File: src/rtl/game_level_fsm.sv
// game_level_fsm: level/round controller for the number-guessing game.
// Runs NUM_LEVELS difficulty levels, counts correct and wrong guesses per
// level, and drives the per-level limits and the countdown-timer preload.
//
// Ports:
//   clk, restart_n            clock, asynchronous active-low reset
//   start                     begin/restart a game (IDLE/WIN/GAMEOVER only)
//   confirm                   debounced button, rising edge detected here
//   guess_correct             comparator result, sampled on the confirm edge
//   timer                     current countdown value
//   level                     current level 0..NUM_LEVELS-1
//   max_incorrect, max_digit  per-level limits (combinational)
//   incorrect_cnt, round_cnt  wrong / correct guesses this level
//   timer_load, timer_init    one-cycle preload strobe and saturated value
//   playing, win, gameover    state flags
//   score                     running score (only when SCORE_EN is defined)
//
// Optional feature macro: SCORE_EN adds the score register and port.
module game_level_fsm #(
  parameter int unsigned NUM_LEVELS       = 3,
  parameter int unsigned ROUNDS_PER_LEVEL = 5,
  parameter int unsigned BASE_GUESSES     = 3,
  parameter int unsigned TIMER_BASE       = 30,
  parameter int unsigned TIMER_W          = 7
`ifdef SCORE_EN
  ,
  parameter int unsigned SCORE_W          = 10
`endif
) (
  input  logic               clk,
  input  logic               restart_n,
  input  logic               start,
  input  logic               confirm,
  input  logic               guess_correct,
  input  logic [TIMER_W-1:0] timer,
  output logic [2:0]         level,
  output logic [3:0]         max_incorrect,
  output logic [3:0]         max_digit,
  output logic [3:0]         incorrect_cnt,
  output logic [3:0]         round_cnt,
  output logic               timer_load,
  output logic [TIMER_W-1:0] timer_init,
  output logic               playing,
  output logic               win,
  output logic               gameover
`ifdef SCORE_EN
  ,
  output logic [SCORE_W-1:0] score
`endif
);

  localparam logic [2:0] S_IDLE     = 3'd0;
  localparam logic [2:0] S_LOAD     = 3'd1;
  localparam logic [2:0] S_PLAY     = 3'd2;
  localparam logic [2:0] S_WIN      = 3'd3;
  localparam logic [2:0] S_GAMEOVER = 3'd4;

  localparam int unsigned LAST_LEVEL = NUM_LEVELS - 1;
  localparam int unsigned TIMER_MAX  = (32'd1 << TIMER_W) - 32'd1;

  logic [2:0] r_state, w_state_nxt;
  logic [2:0] r_level, w_level_nxt;
  logic [3:0] r_incorrect, w_incorrect_nxt;
  logic [3:0] r_round, w_round_nxt;
  logic       r_confirm_q;
  logic       r_timer_load;
  logic       w_conf_p;
  logic       w_new_game;
  logic [3:0] w_max_inc_play;
  logic [31:0] w_tinit_full;

`ifdef SCORE_EN
  localparam logic [SCORE_W-1:0] SCORE_MAX = '1;
  logic [SCORE_W-1:0] r_score, w_score_nxt;
  logic               w_score_inc;
  logic [31:0]        w_score_add;
  logic [31:0]        w_score_sum;
`endif

  // Single event per button press, however long it is held.
  assign w_conf_p       = confirm & ~r_confirm_q;
  assign w_max_inc_play = 4'(BASE_GUESSES + 32'(r_level));
  assign w_tinit_full   = TIMER_BASE * (32'(r_level) + 32'd1);

  // Limit outputs drop to zero once a game has ended.
  always_comb begin
    max_incorrect = 4'd0;
    max_digit     = 4'd0;
    if (r_state == S_IDLE || r_state == S_LOAD || r_state == S_PLAY) begin
      max_incorrect = w_max_inc_play;
      max_digit     = 4'(32'(r_level) + 32'd1);
    end
  end

  assign timer_init = (w_tinit_full > TIMER_MAX) ? TIMER_W'(TIMER_MAX)
                                                 : TIMER_W'(w_tinit_full);

  // Next-state, level, counter and score logic.
  always_comb begin
    w_state_nxt     = r_state;
    w_level_nxt     = r_level;
    w_incorrect_nxt = r_incorrect;
    w_round_nxt     = r_round;
    w_new_game      = 1'b0;
`ifdef SCORE_EN
    w_score_nxt = r_score;
    w_score_inc = 1'b0;
    w_score_add = 32'(r_level) + 32'd1;
    w_score_sum = 32'd0;
`endif
    case (r_state)
      S_IDLE, S_WIN, S_GAMEOVER: begin
        if (start) w_new_game = 1'b1;
      end
      S_LOAD: begin
        w_state_nxt = S_PLAY;
      end
      S_PLAY: begin
        // Timeout takes priority over a simultaneous guess.
        if (timer == '0) begin
          w_state_nxt = S_GAMEOVER;
        end else if (w_conf_p && guess_correct) begin
          w_round_nxt = 4'(r_round + 4'd1);
`ifdef SCORE_EN
          w_score_inc = 1'b1;
`endif
          if (32'(r_round) + 32'd1 == ROUNDS_PER_LEVEL) begin
`ifdef SCORE_EN
            w_score_add = 32'(r_level) + 32'd1 + 32'(timer >> 2);
`endif
            if (32'(r_level) == LAST_LEVEL) begin
              w_state_nxt = S_WIN;
            end else begin
              w_state_nxt     = S_LOAD;
              w_level_nxt     = 3'(r_level + 3'd1);
              w_round_nxt     = 4'd0;
              w_incorrect_nxt = 4'd0;
            end
          end
        end else if (w_conf_p && !guess_correct) begin
          w_incorrect_nxt = 4'(r_incorrect + 4'd1);
          if (4'(r_incorrect + 4'd1) == w_max_inc_play) w_state_nxt = S_GAMEOVER;
        end
      end
      default: begin
        w_state_nxt = S_IDLE;
      end
    endcase

    if (w_new_game) begin
      w_state_nxt     = S_LOAD;
      w_level_nxt     = 3'd0;
      w_round_nxt     = 4'd0;
      w_incorrect_nxt = 4'd0;
`ifdef SCORE_EN
      w_score_nxt = '0;
`endif
    end

`ifdef SCORE_EN
    // Saturating accumulate of the per-guess award and any level bonus.
    if (w_score_inc) begin
      w_score_sum = 32'(r_score) + w_score_add;
      w_score_nxt = (w_score_sum > 32'(SCORE_MAX)) ? SCORE_MAX : SCORE_W'(w_score_sum);
    end
`endif
  end

  // State and datapath registers.
  always_ff @(posedge clk or negedge restart_n) begin
    if (!restart_n) begin
      r_state      <= S_IDLE;
      r_level      <= 3'd0;
      r_incorrect  <= 4'd0;
      r_round      <= 4'd0;
      r_confirm_q  <= 1'b0;
      r_timer_load <= 1'b0;
    end else begin
      r_state      <= w_state_nxt;
      r_level      <= w_level_nxt;
      r_incorrect  <= w_incorrect_nxt;
      r_round      <= w_round_nxt;
      r_confirm_q  <= confirm;
      // High exactly during the LOAD cycle.
      r_timer_load <= (w_state_nxt == S_LOAD);
    end
  end

`ifdef SCORE_EN
  always_ff @(posedge clk or negedge restart_n) begin
    if (!restart_n) r_score <= '0;
    else            r_score <= w_score_nxt;
  end
  assign score = r_score;
`endif

  assign level         = r_level;
  assign incorrect_cnt = r_incorrect;
  assign round_cnt     = r_round;
  assign timer_load    = r_timer_load;
  assign playing       = (r_state == S_PLAY);
  assign win           = (r_state == S_WIN);
  assign gameover      = (r_state == S_GAMEOVER);

endmodule

File: config.mk
export PLATFORM = sky130hd
export DESIGN_NAME = game_level_fsm
export DESIGN_NICKNAME = d
export VERILOG_FILES = /design/src/rtl/game_level_fsm.sv
export SDC_FILE = /design/constraint.sdc
export NUM_CORES = 1
export LEC_CHECK = 0
export BUFFER_PORTS_ARGS = -buffer_cell sky130_fd_sc_hd__buf_2
export CAP_MARGIN = 0
export CORE_UTILIZATION = 35
export DETAILED_ROUTE_END_ITERATION = 10
export GPL_TIMING_DRIVEN = 0
export PLACE_DENSITY_LB_ADDON = 0.05
export SETUP_SLACK_MARGIN = 0.1
export SLEW_MARGIN = 20
export SYNTH_ARGS = -nofsm -noshare
export SYNTH_HDL_FRONTEND = slang
export SYNTH_SLANG_ARGS = --single-unit
File: constraint.sdc
create_clock -name clk -period 5.85 [get_ports clk]
set_input_delay 1.17 -clock clk [delete_from_list [all_inputs] [get_ports clk]]
set_output_delay 1.17 -clock clk [all_outputs]
set_load 0.01 [all_outputs]
==> results of run 1 <==
[through the flow]
stage	power (mW)	instance area (sq um)	utilization, %
2_1_floorplan	0.2907	1453	-
3_3_place_gp	0.3578	1720	43.01
3_5_place_dp	0.3616	1720	43.01
4_1_cts	0.4650	1775	44.39
5_1_grt	0.4928	1775	44.39
6_report	0.4603	1775	44.39
[power by group through the flow]
stage                     sequential, mW  clock [mW]  combinational, mW
after floorplan                    0.167           0              0.124
after global placement             0.165           0              0.193
after detailed placement           0.166           0              0.196
after CTS                          0.164       0.105              0.196
after global routing               0.168       0.109              0.215
final                              0.164       0.102              0.194
[worst min-delay path, delay by kind of cell (launching register included)]
kind               cells  cell delay [ps]
DFF                    1              410
and+or+nand+nor        1               80
AOI/OAI and AO/OA      1               70
[sequential cells by signal, indices dropped and copies added (netlist names)]
| signal | count |
|---|---|
| r_confirm_q | 1 |
| timer_load | 1 |
| round_cnt | 4 |
| incorrect_cnt | 4 |
| level | 3 |
| r_state | 3 |
[metal layers]
metal	routed length, microns	GRT usage [%]
met5	0	0
met3	201	3.276
met2	1470	25.13
met1	1687	23.97
met4	39	5.585
[final cells by class]
class | count | share of cell area, %
multi-input combinational | 127 | 54.05
sequential | 16 | 22.55
timing repair buffer | 41 | 11.56
inverter | 20 | 4.228
tap | 50 | 3.524
clock buffer | 4 | 3.101
buffer | 3 | 0.9866
[cells in the mapped netlist, types with 3 or more instances]
master | number | share of area [%]
ha_1 | 15 | 13
o31ai_1 | 3 | 1.6
xnor2_1 | 7 | 4.2
xor2_1 | 3 | 1.8
fa_1 | 3 | 4.1
nand2_1 | 14 | 3.6
a21oi_1 | 4 | 1.4
nand3_1 | 9 | 3.1
nor2_1 | 14 | 3.6
nand2b_1 | 7 | 3.0
dfrtp_1 | 16 | 28
inv_1 | 20 | 5.2
nor2b_1 | 3 | 1.3
o21ai_0 | 10 | 3.4
[how the worst max path moves through the flow]
stage / end / slack, ps / cells past startpoint
after floorplan: timer_init[6] / 1280 / 13
after global placement: timer_init[4] / 940 / 14
after detailed placement: timer_init[3] / 860 / 14
after CTS: timer_init[3] / 580 / 14
after global routing: timer_init[6] / 340 / 14
final: timer_init[4] / 630 / 14
[cell families after synthesis]
kind of cell,share of synthesized area (%)
AO/OA/AOI/OAI,15.42
flip-flops,27.56
XOR/XNOR,7.580
AND/OR/NAND/NOR,24.55
adder cells (fa/ha/maj),17.05
multiplexers,1.464
buffers and inverters,6.374
[cells in the final DEF, fill, tap and decap left out, drive strengths merged, types with 2 or more instances in the layout]
cell    count
a21oi       5
and2        2
and3        2
buf        44
clkbuf      4
dfrtp      16
fa          3
ha         15
inv        20
nand2      14
nand2b      7
nand3      10
nor2       14
nor2b       3
nor3        2
nor3b       2
o211ai      3
o21ai      12
o31ai       3
xnor2       7
xor2        3
==> implementation parameters, run 1 <==
Parameter                              Value

Hold path
  Hold path depth    2
  Type of the worst min-delay path    flop to flop
  Hold Crit Endpoint    round_cnt[2]$_DFFE_PN0P_
  Origin of the worst min-delay path    round_cnt[2]$_DFFE_PN0P_

Timing
  Final hold vios    0
  Setup repair after global routing missed its margin    false
  Clock skew    6.164 ps
  Crit path setup slack, layout    634.5 ps
  Final setup vio count    0
  Post-Route Setup TNS    0 ps
  Final clock period utilization by the worst path    89.15%
  Minimum period implied by the final worst setup slack    5215 ps
  Smallest hold slack    590.7 ps
  Slew Viols, Final    0
  Slew of the pin with the lowest slew margin    611.0 ps
  Fmax achieved    191.7 MHz
  Max_slew headroom    58.99%

Detailed routing
  Number of DRC markers after the initial detailed-route iteration    55
  Post-detailed-route DRC marker count    0
  Residual antenna-violating net count after detailed routing    0
  Vias per Instance    5.057
  Via count of the routed design    1,320
  Total Routed Length    3398 microns
  First-pass iteration count of the detailed router    4
  Mean routed wirelength per cell    13.02 microns

Floorplan
  Ports    42
  Area enclosed by the die boundary    0.004412 sq mm
  Width of the die    66.43 microns
  Die span in y    66.43 microns
  Cell Rows    23
  Initial core utilization    36.32%
  Core area    0.004000 sq mm

Final layout
  Fillcell total    422
  Sequential cell area    400.4 sq um
  Net count, final    242
  Ant diodes    0
  Share of post-route cells with drive strength above 1    28.44%
  Area growth, synth to finish    22.22%
  Multi-input logic area    959.7 sq um
  Non-Filler Instances    261

CTS
  Library cell used as clock root buffer    clkbuf_8
  Number of H-tree levels    1
  Clock-pin slew on the worst setup and hold paths    70 ps
  # clock sinks    16
  CTS Hold Bufs    0
  Clk_lat worst skew    260 ps
  Number of buffers added by the clock tree synthesis step    3
  Number of buffers inserted to repair setup after CTS    0
  CTS tree    built
  Number of gates resized after CTS    0
  Maximum number of buffers from clock root to sink    2

Global routing
  Overflow after GRT    0
  Number of antenna violations at the first check in global routing    0
  Wire length of the first global-routing pass    5589 microns
  GR Util All Layers    16.83%
  Number of global-route vias before repair    1,203
  Pin count of the biggest net entering global routing    17

Power and ir drop
  Switch Pwr    0.1866 mW
  Power share of the clock group    22.1%
  Sequential fraction of design power    35.7%
  Int Pwr    0.2737 mW
  Gate power share    42.2%
  IR Drop Worst-Case VDD    206.4 uV
  P per Cell Area    259.2 mW/mm^2
  Share of total power consumed by net switching    40.53%
  Leak    0.9436 nW

Logic synthesis
  Post-synth design cell area    0.001453 sq mm
  Net Count, Synth    196
  Average cell area after synthesis    8.751 sq um
  Sequential share of the synthesized area    27.56%
  Post-Syn Instances    166
  #FFs+latches synth    16
  Distinct cell type count after synthesis    46
  Synth async-reset ratio    100.0%
  Total number of yosys warnings    0
  Dominant register cell in the synthesized netlist    dfrtp_1
  Count of flip-flops with a built-in enable after synthesis    0

Setup path
  Nature of the critical path endpoint    primary output
  Critical Path, Cell by Cell    buf_2 > inv_1 > ha_1 > inv_1 > fa_1 > inv_1 > ha_1 > ha_1 > nor2b_1 > o21ai_0 > mux2_2 > nor4_2 > nand2_1 > buf_2
  Data arrival time of the worst path    4050 ps
  Setup CP Type    flop to primary output
  Reg-to-Reg End    level[2]$_DFFE_PN0P_
  Maximum net fanout on the critical path    9
  Crit. Startpoint    level[0]$_DFFE_PN0P_
  CP Launch Type    flop
  Depth of the most critical reg-to-reg path    8
  Worst Path Required    4680 ps
  Slowest CP cell    fa_1
  Delay of the slowest cell on the worst path    550 ps
  Category of cells accounting for the largest share of critical-path delay    adder cells
  Startpoint of the worst-slack reg-to-reg timing path    level[0]$_DFFE_PN0P_
  Flop2flop setup slack    3820 ps
  Buffers and inverters on the worst path    5

Outcome
  Run status    finished clean

Place
  Placed cell count    257
  Worst setup slack after placement    859.3 ps
  Count of buffers from port buffering    41
  Post-DP HPWL    2777 microns
  Final RePlAce weighted congestion    0.7538

Job
  Max Cap Violations    0
(Power assumes the default switching activity.)
==> inputs of run 2 (changes only) <==
BUFFER_PORTS_ARGS = -buffer_cell sky130_fd_sc_hd__buf_4   (was -buffer_cell sky130_fd_sc_hd__buf_2)
==> implementation parameters, run 2 (synthesized netlist as in run 1, its figures left out) <==
Parameter                              Value

Hold path
  Origin of the worst min-delay path    incorrect_cnt[1]$_DFFE_PN0P_
  Type of the worst min-delay path    flop to flop
  Hold path depth    2
  Hold Crit Endpoint    incorrect_cnt[1]$_DFFE_PN0P_

Place
  Post-DP HPWL    2790 microns
  Final RePlAce weighted congestion    0.7526
  Count of buffers from port buffering    41

Setup path
  Depth of the most critical reg-to-reg path    8
  Reg-to-Reg End    level[2]$_DFFE_PN0P_
  Worst Path Required    4680 ps
  Delay of the slowest cell on the worst path    550 ps
  Buffers and inverters on the worst path    5
  Critical Path, Cell by Cell    buf_2 > inv_1 > ha_1 > inv_1 > fa_1 > inv_1 > ha_1 > ha_1 > nor2b_1 > o21ai_0 > mux2_2 > nor4_2 > nand2_1 > buf_4
  Data arrival time of the worst path    4080 ps
  Maximum net fanout on the critical path    9
  CP Launch Type    flop
  Slowest CP cell    fa_1
  Startpoint of the worst-slack reg-to-reg timing path    level[0]$_DFFE_PN0P_
  Setup CP Type    flop to primary output
  Nature of the critical path endpoint    primary output
  Flop2flop setup slack    3790 ps
  Category of cells accounting for the largest share of critical-path delay    adder cells

Floorplan
  Width of the die    66.43 microns
  Initial core utilization    36.32%
  Area enclosed by the die boundary    0.004412 sq mm
  Cell Rows    23
  Ports    42
  Core area    0.004000 sq mm
  Die span in y    66.43 microns

Global routing
  Wire length of the first global-routing pass    5678 microns
  Met3 track demand over resource    3.448%
  Number of global-route vias before repair    1,267
  Pin count of the biggest net entering global routing    17
  Overflow after GRT    0
  Number of antenna violations at the first check in global routing    0
  Met2 Usage GRT    26.79%
  GR Util All Layers    16.76%
  Top Usage Layer GRT    met2
  Met1 Usage GRT    23.26%

CTS
  Library cell used as clock root buffer    clkbuf_8
  # clock sinks    16
  Number of H-tree levels    1
  Number of gates resized after CTS    0
  Maximum number of buffers from clock root to sink    2
  Number of buffers inserted to repair setup after CTS    0
  CTS tree    built
  Number of buffers added by the clock tree synthesis step    3
  CTS Hold Bufs    0
  Clock-pin slew on the worst setup and hold paths    70 ps
  Clk_lat worst skew    250 ps

Job
  Max Cap Violations    0

Final layout
  Area growth, synth to finish    29.29%
  Fillcell total    399
  Leading cell types in the layout, fill and taps excluded    buf_4 (42), inv_1 (20), dfrtp_1 (16), ha_1 (15)
  Most common library cell in the layout ignoring fill and taps    buf_4
  Ant diodes    0
  Net count, final    242
  Multi-input logic area    959.7 sq um
  Share of post-route cells with drive strength above 1    28.44%
  Sequential cell area    400.4 sq um

Detailed routing
  First-pass iteration count of the detailed router    4
  Via count of the routed design    1,292
  Mean routed wirelength per cell    12.92 microns
  Total Routed Length    3371 microns
  Number of DRC markers after the initial detailed-route iteration    66
  Residual antenna-violating net count after detailed routing    0
  Post-detailed-route DRC marker count    0
  Vias per Instance    4.950

Power and ir drop
  P per Cell Area    254.9 mW/mm^2
  IR Drop Worst-Case VDD    180.7 uV
  Leak    0.9640 nW

Timing
  Clock skew    1.030 ps
  Fmax achieved    190.4 MHz
  Minimum period implied by the final worst setup slack    5253 ps
  Final setup vio count    0
  Final clock period utilization by the worst path    89.80%
  Slew Viols, Final    0
  Smallest hold slack    599.9 ps
  Setup repair after global routing missed its margin    false
  Final hold vios    0
  Post-Route Setup TNS    0 ps
  Max_slew headroom    60.26%
  Slew of the pin with the lowest slew margin    592.1 ps

Outcome
  Run status    finished clean
-- run 2: cell counts in the layout (fill, tap and decap cells not counted) --
No cell type changed its count.
-- run 2: worst max-delay path by stage --
| stage | slack, ps | cells past startpoint | from | to |
|---|---|---|---|---|
| finish | 600 | 14 | level[0]$_DFFE_PN0P_ | timer_init[4] |
| global route | 250 | 14 | level[0]$_DFFE_PN0P_ | timer_init[6] |
| CTS | 550 | 14 | level[0]$_DFFE_PN0P_ | timer_init[4] |
| detailed placement | 860 | 14 | level[0]$_DFFE_PN0P_ | timer_init[3] |
| global placement | 920 | 14 | level[0]$_DFFE_PN0P_ | timer_init[4] |
| floorplan | 1280 | 13 | level[0]$_DFFE_PN0P_ | timer_init[6] |
-- run 2: where the power goes --
part           leakage, nW  switching (mW)  internal [mW]
Sequential           0.214          0.0313          0.133
Combinational        0.721           0.113          0.101
Clock               0.0288          0.0410         0.0598
Total                0.964           0.185          0.294
-- run 2: worst reg2reg max path: stages (launching register included) --
cell and delay (ps):
dfrtp_1 370, buf_2 230, inv_1 120, ha_1 270, nand2b_1 140, nand2_1 110, nor4b_4 420, a21o_2 210
a21oi_2 50
-- run 2: stage by stage --
stage	total power, mW	cell area [sq um]	setup slack [ps]	utilization, %	cells
finish	0.4788	1878	596.5	46.95	261
detailed placement	0.3831	1823	859.3	45.57	257
CTS	0.4857	1878	548.7	46.95	261
floorplan	0.2907	1453	1278	-	166
global placement	0.3799	1823	917.7	45.57	257
global route	0.5116	1878	253.5	46.95	261
-- run 2: cell type report --
type | instances | area share (%)
Buffer | 3 | 0.9327
Clock buffer | 4 | 2.931
Inverter | 20 | 3.997
Multi-Input combinational cell | 127 | 51.10
Sequential cell | 16 | 21.32
Tap cell | 50 | 3.331
Timing Repair Buffer | 41 | 16.39
-- run 2: routing by layer --
layer  up-vias  share of wire (%)  wire (microns)
met5         -                  0               0
met1       595                 49            1652
met3         2                4.9             165
met2        35                 46            1537
li1        660                  -               -
met4         0               0.50              17
